[src/rtl/instr_encoder.sv]
// instr_encoder: packs symbolic MIPS instructions into 32-bit words and
// writes them to instruction memory at consecutive word addresses.
module instr_encoder #(
    parameter int unsigned ADDR_W = 10,
    parameter int unsigned DEPTH  = 1024
) (
    input  logic              clk,
    input  logic              rst_n,
    input  logic              clr,
    input  logic              in_valid,
    output logic              in_ready,
    input  logic [4:0]        in_mnem,
    input  logic [4:0]        in_rs,
    input  logic [4:0]        in_rt,
    input  logic [4:0]        in_rd,
    input  logic [4:0]        in_shamt,
    input  logic [15:0]       in_imm,
    input  logic [25:0]       in_target,
    output logic              im_we,
    output logic [ADDR_W-1:0] im_addr,
    output logic [31:0]       im_wdata,
    input  logic              im_ack,
    output logic              full,
    output logic              illegal,
    output logic [ADDR_W:0]   wr_count,
    output logic [7:0]        err_count
);

    typedef enum logic [1:0] {StIdle, StWrite, StFull} state_e;

    localparam logic [ADDR_W:0] DepthVal = (ADDR_W + 1)'(DEPTH);
    localparam logic [ADDR_W:0] PtrOne   = (ADDR_W + 1)'(1);

    state_e          state_q, state_d;
    logic [ADDR_W:0] ptr_q, ptr_d, ptr_inc;
    logic [31:0]     wdata_q, wdata_d;
    logic            illegal_q, illegal_d;
    logic [7:0]      err_q, err_d;
    logic            legal;
    logic [31:0]     enc;

    // Encode the presented request; unused fields are forced to zero.
    always_comb begin
        legal = 1'b1;
        enc   = 32'h0;
        case (in_mnem)
            5'd0:  enc = {6'h00, in_rs, in_rt, in_rd, 5'd0, 6'h21};      // ADDU
            5'd1:  enc = {6'h00, in_rs, in_rt, in_rd, 5'd0, 6'h23};      // SUBU
            5'd2:  enc = {6'h00, in_rs, in_rt, in_rd, 5'd0, 6'h2A};      // SLT
            5'd3:  enc = {6'h00, in_rs, in_rt, in_rd, 5'd0, 6'h24};      // AND
            5'd4:  enc = {6'h00, in_rs, in_rt, in_rd, 5'd0, 6'h25};      // OR
            5'd5:  enc = {6'h00, in_rs, in_rt, in_rd, 5'd0, 6'h27};      // NOR
            5'd6:  enc = {6'h00, 5'd0, in_rt, in_rd, in_shamt, 6'h02};   // SRL
            5'd7:  enc = {6'h00, in_rs, 15'd0, 6'h08};                   // JR
            5'd8:  enc = {6'h08, in_rs, in_rt, in_imm};                  // ADDI
            5'd9:  enc = {6'h0C, in_rs, in_rt, in_imm};                  // ANDI
            5'd10: enc = {6'h0F, 5'd0, in_rt, in_imm};                   // LUI
            5'd11: enc = {6'h0D, in_rs, in_rt, in_imm};                  // ORI
            5'd12: enc = {6'h23, in_rs, in_rt, in_imm};                  // LW
            5'd13: enc = {6'h2B, in_rs, in_rt, in_imm};                  // SW
            5'd14: enc = {6'h04, in_rs, in_rt, in_imm};                  // BEQ
            5'd15: enc = {6'h05, in_rs, in_rt, in_imm};                  // BNE
            5'd16: enc = {6'h0A, in_rs, in_rt, in_imm};                  // SLTI
            5'd17: enc = {6'h03, in_target};                             // JAL
            5'd18: enc = {6'h02, in_target};                             // J
            default: legal = 1'b0;
        endcase
    end

    assign ptr_inc = ptr_q + PtrOne;

    // Next-state logic; clr overrides every other event.
    always_comb begin
        state_d   = state_q;
        ptr_d     = ptr_q;
        wdata_d   = wdata_q;
        illegal_d = 1'b0;
        err_d     = err_q;
        if (clr) begin
            state_d = StIdle;
            ptr_d   = '0;
            err_d   = 8'd0;
        end else begin
            case (state_q)
                StIdle: begin
                    if (in_valid) begin
                        if (legal) begin
                            wdata_d = enc;
                            state_d = StWrite;
                        end else begin
                            illegal_d = 1'b1;
                            if (err_q != 8'hFF) begin
                                err_d = err_q + 8'd1;
                            end
                        end
                    end
                end
                StWrite: begin
                    if (im_ack) begin
                        ptr_d   = ptr_inc;
                        state_d = (ptr_inc == DepthVal) ? StFull : StIdle;
                    end
                end
                StFull:  state_d = StFull;
                default: state_d = StIdle;
            endcase
        end
    end

    // State and datapath registers.
    always_ff @(posedge clk or negedge rst_n) begin
        if (!rst_n) begin
            state_q   <= StIdle;
            ptr_q     <= '0;
            wdata_q   <= 32'h0;
            illegal_q <= 1'b0;
            err_q     <= 8'd0;
        end else begin
            state_q   <= state_d;
            ptr_q     <= ptr_d;
            wdata_q   <= wdata_d;
            illegal_q <= illegal_d;
            err_q     <= err_d;
        end
    end

    assign in_ready  = (state_q == StIdle);
    assign im_we     = (state_q == StWrite);
    assign full      = (state_q == StFull);
    assign im_addr   = ptr_q[ADDR_W-1:0];
    assign im_wdata  = wdata_q;
    assign illegal   = illegal_q;
    assign wr_count  = ptr_q;
    assign err_count = err_q;

endmodule

[config.mk]
export PLATFORM = sky130hd
export DESIGN_NAME = instr_encoder
export DESIGN_NICKNAME = d
export VERILOG_FILES = /design/src/rtl/instr_encoder.sv
export SDC_FILE = /design/constraint.sdc
export NUM_CORES = 1
export LEC_CHECK = 0
export CAP_MARGIN = 20
export CORE_MARGIN = 5
export CORE_UTILIZATION = 43
export CTS_BUF_LIST = sky130_fd_sc_hd__clkbuf_8
export DETAILED_ROUTE_END_ITERATION = 8
export GPL_TIMING_DRIVEN = 0
export PLACE_DENSITY = 0.91
export SYNTH_ARGS = -nofsm -noshare
export SYNTH_HDL_FRONTEND = slang
export SYNTH_SLANG_ARGS = --single-unit
[constraint.sdc]
create_clock -name clk -period 2 [get_ports clk]
set_clock_uncertainty 0.05 [all_clocks]
set_input_delay 0.3 -clock clk [delete_from_list [all_inputs] [get_ports clk]]
set_output_delay 0.3 -clock clk [all_outputs]
set_load 0.01 [all_outputs]
==> impl_results.md <==
- Routed wire length: between 9 and 10 mm
- Slew margin rel.: a little under three fifths
- Number of I/O pins: approximately 140
- Syn Nets: 411
- First-pass iteration count of the detailed router: 5
- Worst Path Arrival: 2110 ps
- Worst EP required: 2170 ps
- Post-synthesis cell area: 3040 um^2
- Vias in the first global route: 3171
- Post-synth EDFFs: 0
- Yosys top cell by area: dfrtp_1
- Number of nets still failing antenna checks after routing: 0
- Maximum vdd drop: 275 uV
- Period utilisation layout: between 90% and 100%
- Crit path capture type: flip-flop
- Leak Pwr: between 1.5 and 2 nW
- R2R Setup Slk: roughly 80 ps
- Area of the multi-input gates: 1500 um^2
- CP peak stage delay: between 500 and 600 ps
- Clock period minus worst slack: approximately 1900 ps
- Synth cell types: 52
- P&R area growth vs syn: 52.9%
- Synth async-reset ratio: 100%
- RSZ-0062 raised after global routing: false
- CTS Buf Count: 5
- M1 WL: 3.86 mm
- Top cells by area, synth: dfrtp_1 (44%), nor2_1 (6.9%), a21oi_1 (6.1%)
- Worst r2r src: wr_count[2]
- Final non-filler cell total: 574
- Drc violations: 0
- Crit-path max FO: 8
- Sinks on Clock Net: 53
- Hold Path Sink: illegal
- Iteration-0 DRC Markers: ~130
- Run status: completed
- PwrDens: 610 nW/um^2
- Fmax: 0.514 GHz
- Gate Count Post-Synth: ~340
- Critical path launch point type: primary input
- Top Metal Used: met4
- Final hold viol count: 0
- Top_reg_cell synth: dfrtp_1
- Crit-path cells: clkdlybuf4s50_1 -> or4b_4 -> o21ai_4 -> or2_2 -> a22oi_1 -> a21oi_1
- Synth cell count leaders: nor2_1 (56), dfrtp_1 (53), a21oi_1 (37), buf_2 (14), a22oi_1 (13)
- FF/Latch Area: 1330 um^2
- Nets: 552
- Crit Reg-Reg Endpoint: state_q[1]
- Initial antenna violation count: 0
- Total Routing Usage GR: 21.3%
- Syn avg cell area: 9.05 um^2
- Starting Density: around 44%
- Clock root buffer: clkbuf_8
- Seq/Total Area, Yosys: 43.6%
- Row count: 30
- N_diodes: 0
- CTS tree: yes
- Crit-path slowest cell: or4b_4
- Max-cap violations: 0
- CTS H-Tree Depth: 2
- Core area: 6830 um^2
- Post-synth top area share: 43.6%
- Port buffer count: about 130
- Die ar.: ~9000 um^2
- DP Wirelength: 7.60 mm
- Most numerous cell in the Yosys netlist: nor2_1
- Hold depth: 2
- Placed Cells: approximately 570
- Pin count of the biggest net entering global routing: 31
- Grt ovf: 0
- Max Root-Sink Buffers: 2
- DR vias: 3143
- First-pass GRT wire length: between 15 and 20 mm
- Clock latency on the worst-skew pair: 310 ps
- Least-Margin Pin Slew: 646 ps
- Final setup vio count: 0
- Setup CP Type: in -> reg
- Vias per cell: between 5 and 6
- DR WL met3: 967 um
- Max Slew Vio Count: 0
- Min-delay src: clr
- Chip height: 94.1 um
- Reg clk slew, reported paths: 110 ps
- Die width: 94.1 um
- Synthesis Warnings: 0
- Met2 wire len: approximately 4.8 mm
- Seq cells post-synth: 53
- Filler Cells Inserted: 565
- Class of the worst hold path: in -> reg
- Final GP Congestion: 0.944
- Layout cell share with drive strength beyond 1: 12.1%
- Design Power: 2.84 mW
- Routed length per instance: 16.9 um
- Worst reg2reg path depth: 6
==> cell type report <==
cell class	count	share of cell area (%)
Buffer	34	4.63
Clock buffer	5	1.48
Clock inverter	3	0.565
Inverter	9	0.727
Multi-Input combinational cell	239	32.3
Sequential cell	53	28.6
Tap cell	96	2.58
Timing Repair Buffer	135	29.1
==> power breakdown <==
group          total, mW  internal [mW]  switching, mW
clock              0.648          0.256          0.392
combinational      0.891          0.505          0.386
sequential          1.30           1.21         0.0856
==> state kept, by name, indices dropped and copies added, names as in the netlist <==
name	count
im_wdata	31
state_q	2
err_count	8
wr_count	11
illegal	1
==> metrics by stage <==
| step | setup TNS [ps] | cell area [um^2] | worst slack [ps] | hold WS [ps] | utilization [%] |
|---|---|---|---|---|---|
| after global routing | 0 | 4650 | 1.54 | 381 | 68.0 |
| final | 0 | 4650 | 55.3 | 368 | 68.0 |
| after CTS | 0 | 4610 | 7.01 | 366 | 67.5 |
| after detailed placement | -11990 | 4500 | -538 | 276 | 65.8 |
| after global placement | -60680 | 4480 | -941 | 427 | 65.6 |
| after floorplan | 0 | 3040 | 190 | -45.6 | - |
==> kinds of logic (layout without fill, tap and decap cells) <==
| logic type | after synthesis | count (layout) | synth area share [%] |
|---|---|---|---|
| and+or+nand+nor | 118 | 118 | 19.0 |
| xor gates and xnor gates | 22 | 22 | 6.34 |
| AOI/OAI and AO/OA | 92 | 92 | 20.6 |
| buffers and inverters | 44 | 186 | 7.99 |
| other | 1 | 1 | 0.123 |
| muxes | 3 | 3 | 1.03 |
| adders and majority gates | 3 | 3 | 1.24 |
| DFF | 53 | 53 | 43.6 |
==> critical path, delay by kind of cell <==
family                 cells  cell delay, ps
AOI/OAI and AO/OA          3             570
and+or+nand+nor            2             790
buffers and inverters      1             450
==> how the worst max path moves through the flow <==
stage | slack [ps] | cells after the start | startpoint | endpoint
detailed placement | -540 | 5 | in_mnem[0] | im_wdata[10]
CTS | 7 | 2 | state_q[0] | im_we
finish | 60 | 6 | in_mnem[3] | im_wdata[16]
global route | 2 | 5 | wr_count[4] | state_q[1]
floorplan | 190 | 7 | wr_count[0] | state_q[1]
global placement | -940 | 1 | rst_n | wr_count[2]
==> cell usage in the layout, fill, tap and decap left out, drive strengths merged, types with 3 or more instances in the layout <==
| cell | count |
|---|---|
| nand2b | 4 |
| xor2 | 10 |
| xnor2 | 12 |
| nor3 | 9 |
| nand3 | 11 |
| nand2 | 12 |
| nor2 | 56 |
| or3 | 3 |
| nand4 | 5 |
| dfrtp | 53 |
| a21oi | 37 |
| o22ai | 3 |
| o21ai | 9 |
| a22oi | 13 |
| clkbuf | 13 |
| ha | 3 |
| clkdlybuf4s50 | 130 |
| a222oi | 10 |
| nor2b | 5 |
| inv | 10 |
| buf | 29 |
==> routing by layer <==
layer,vias to the layer above,track usage [%]
li1,1468,-
met3,14,5.93
met4,0,4.33
met1,1490,25.4
met5,-,0
met2,171,38.1
==> what timing repair did <==
item	CTS	global route
endpoints found under the setup margin	21	9
setup buffers	0	1
hold endpoints to repair	23	0
resized for setup	6	11
hold buffers	1	0
(Power assumes the default switching activity.)
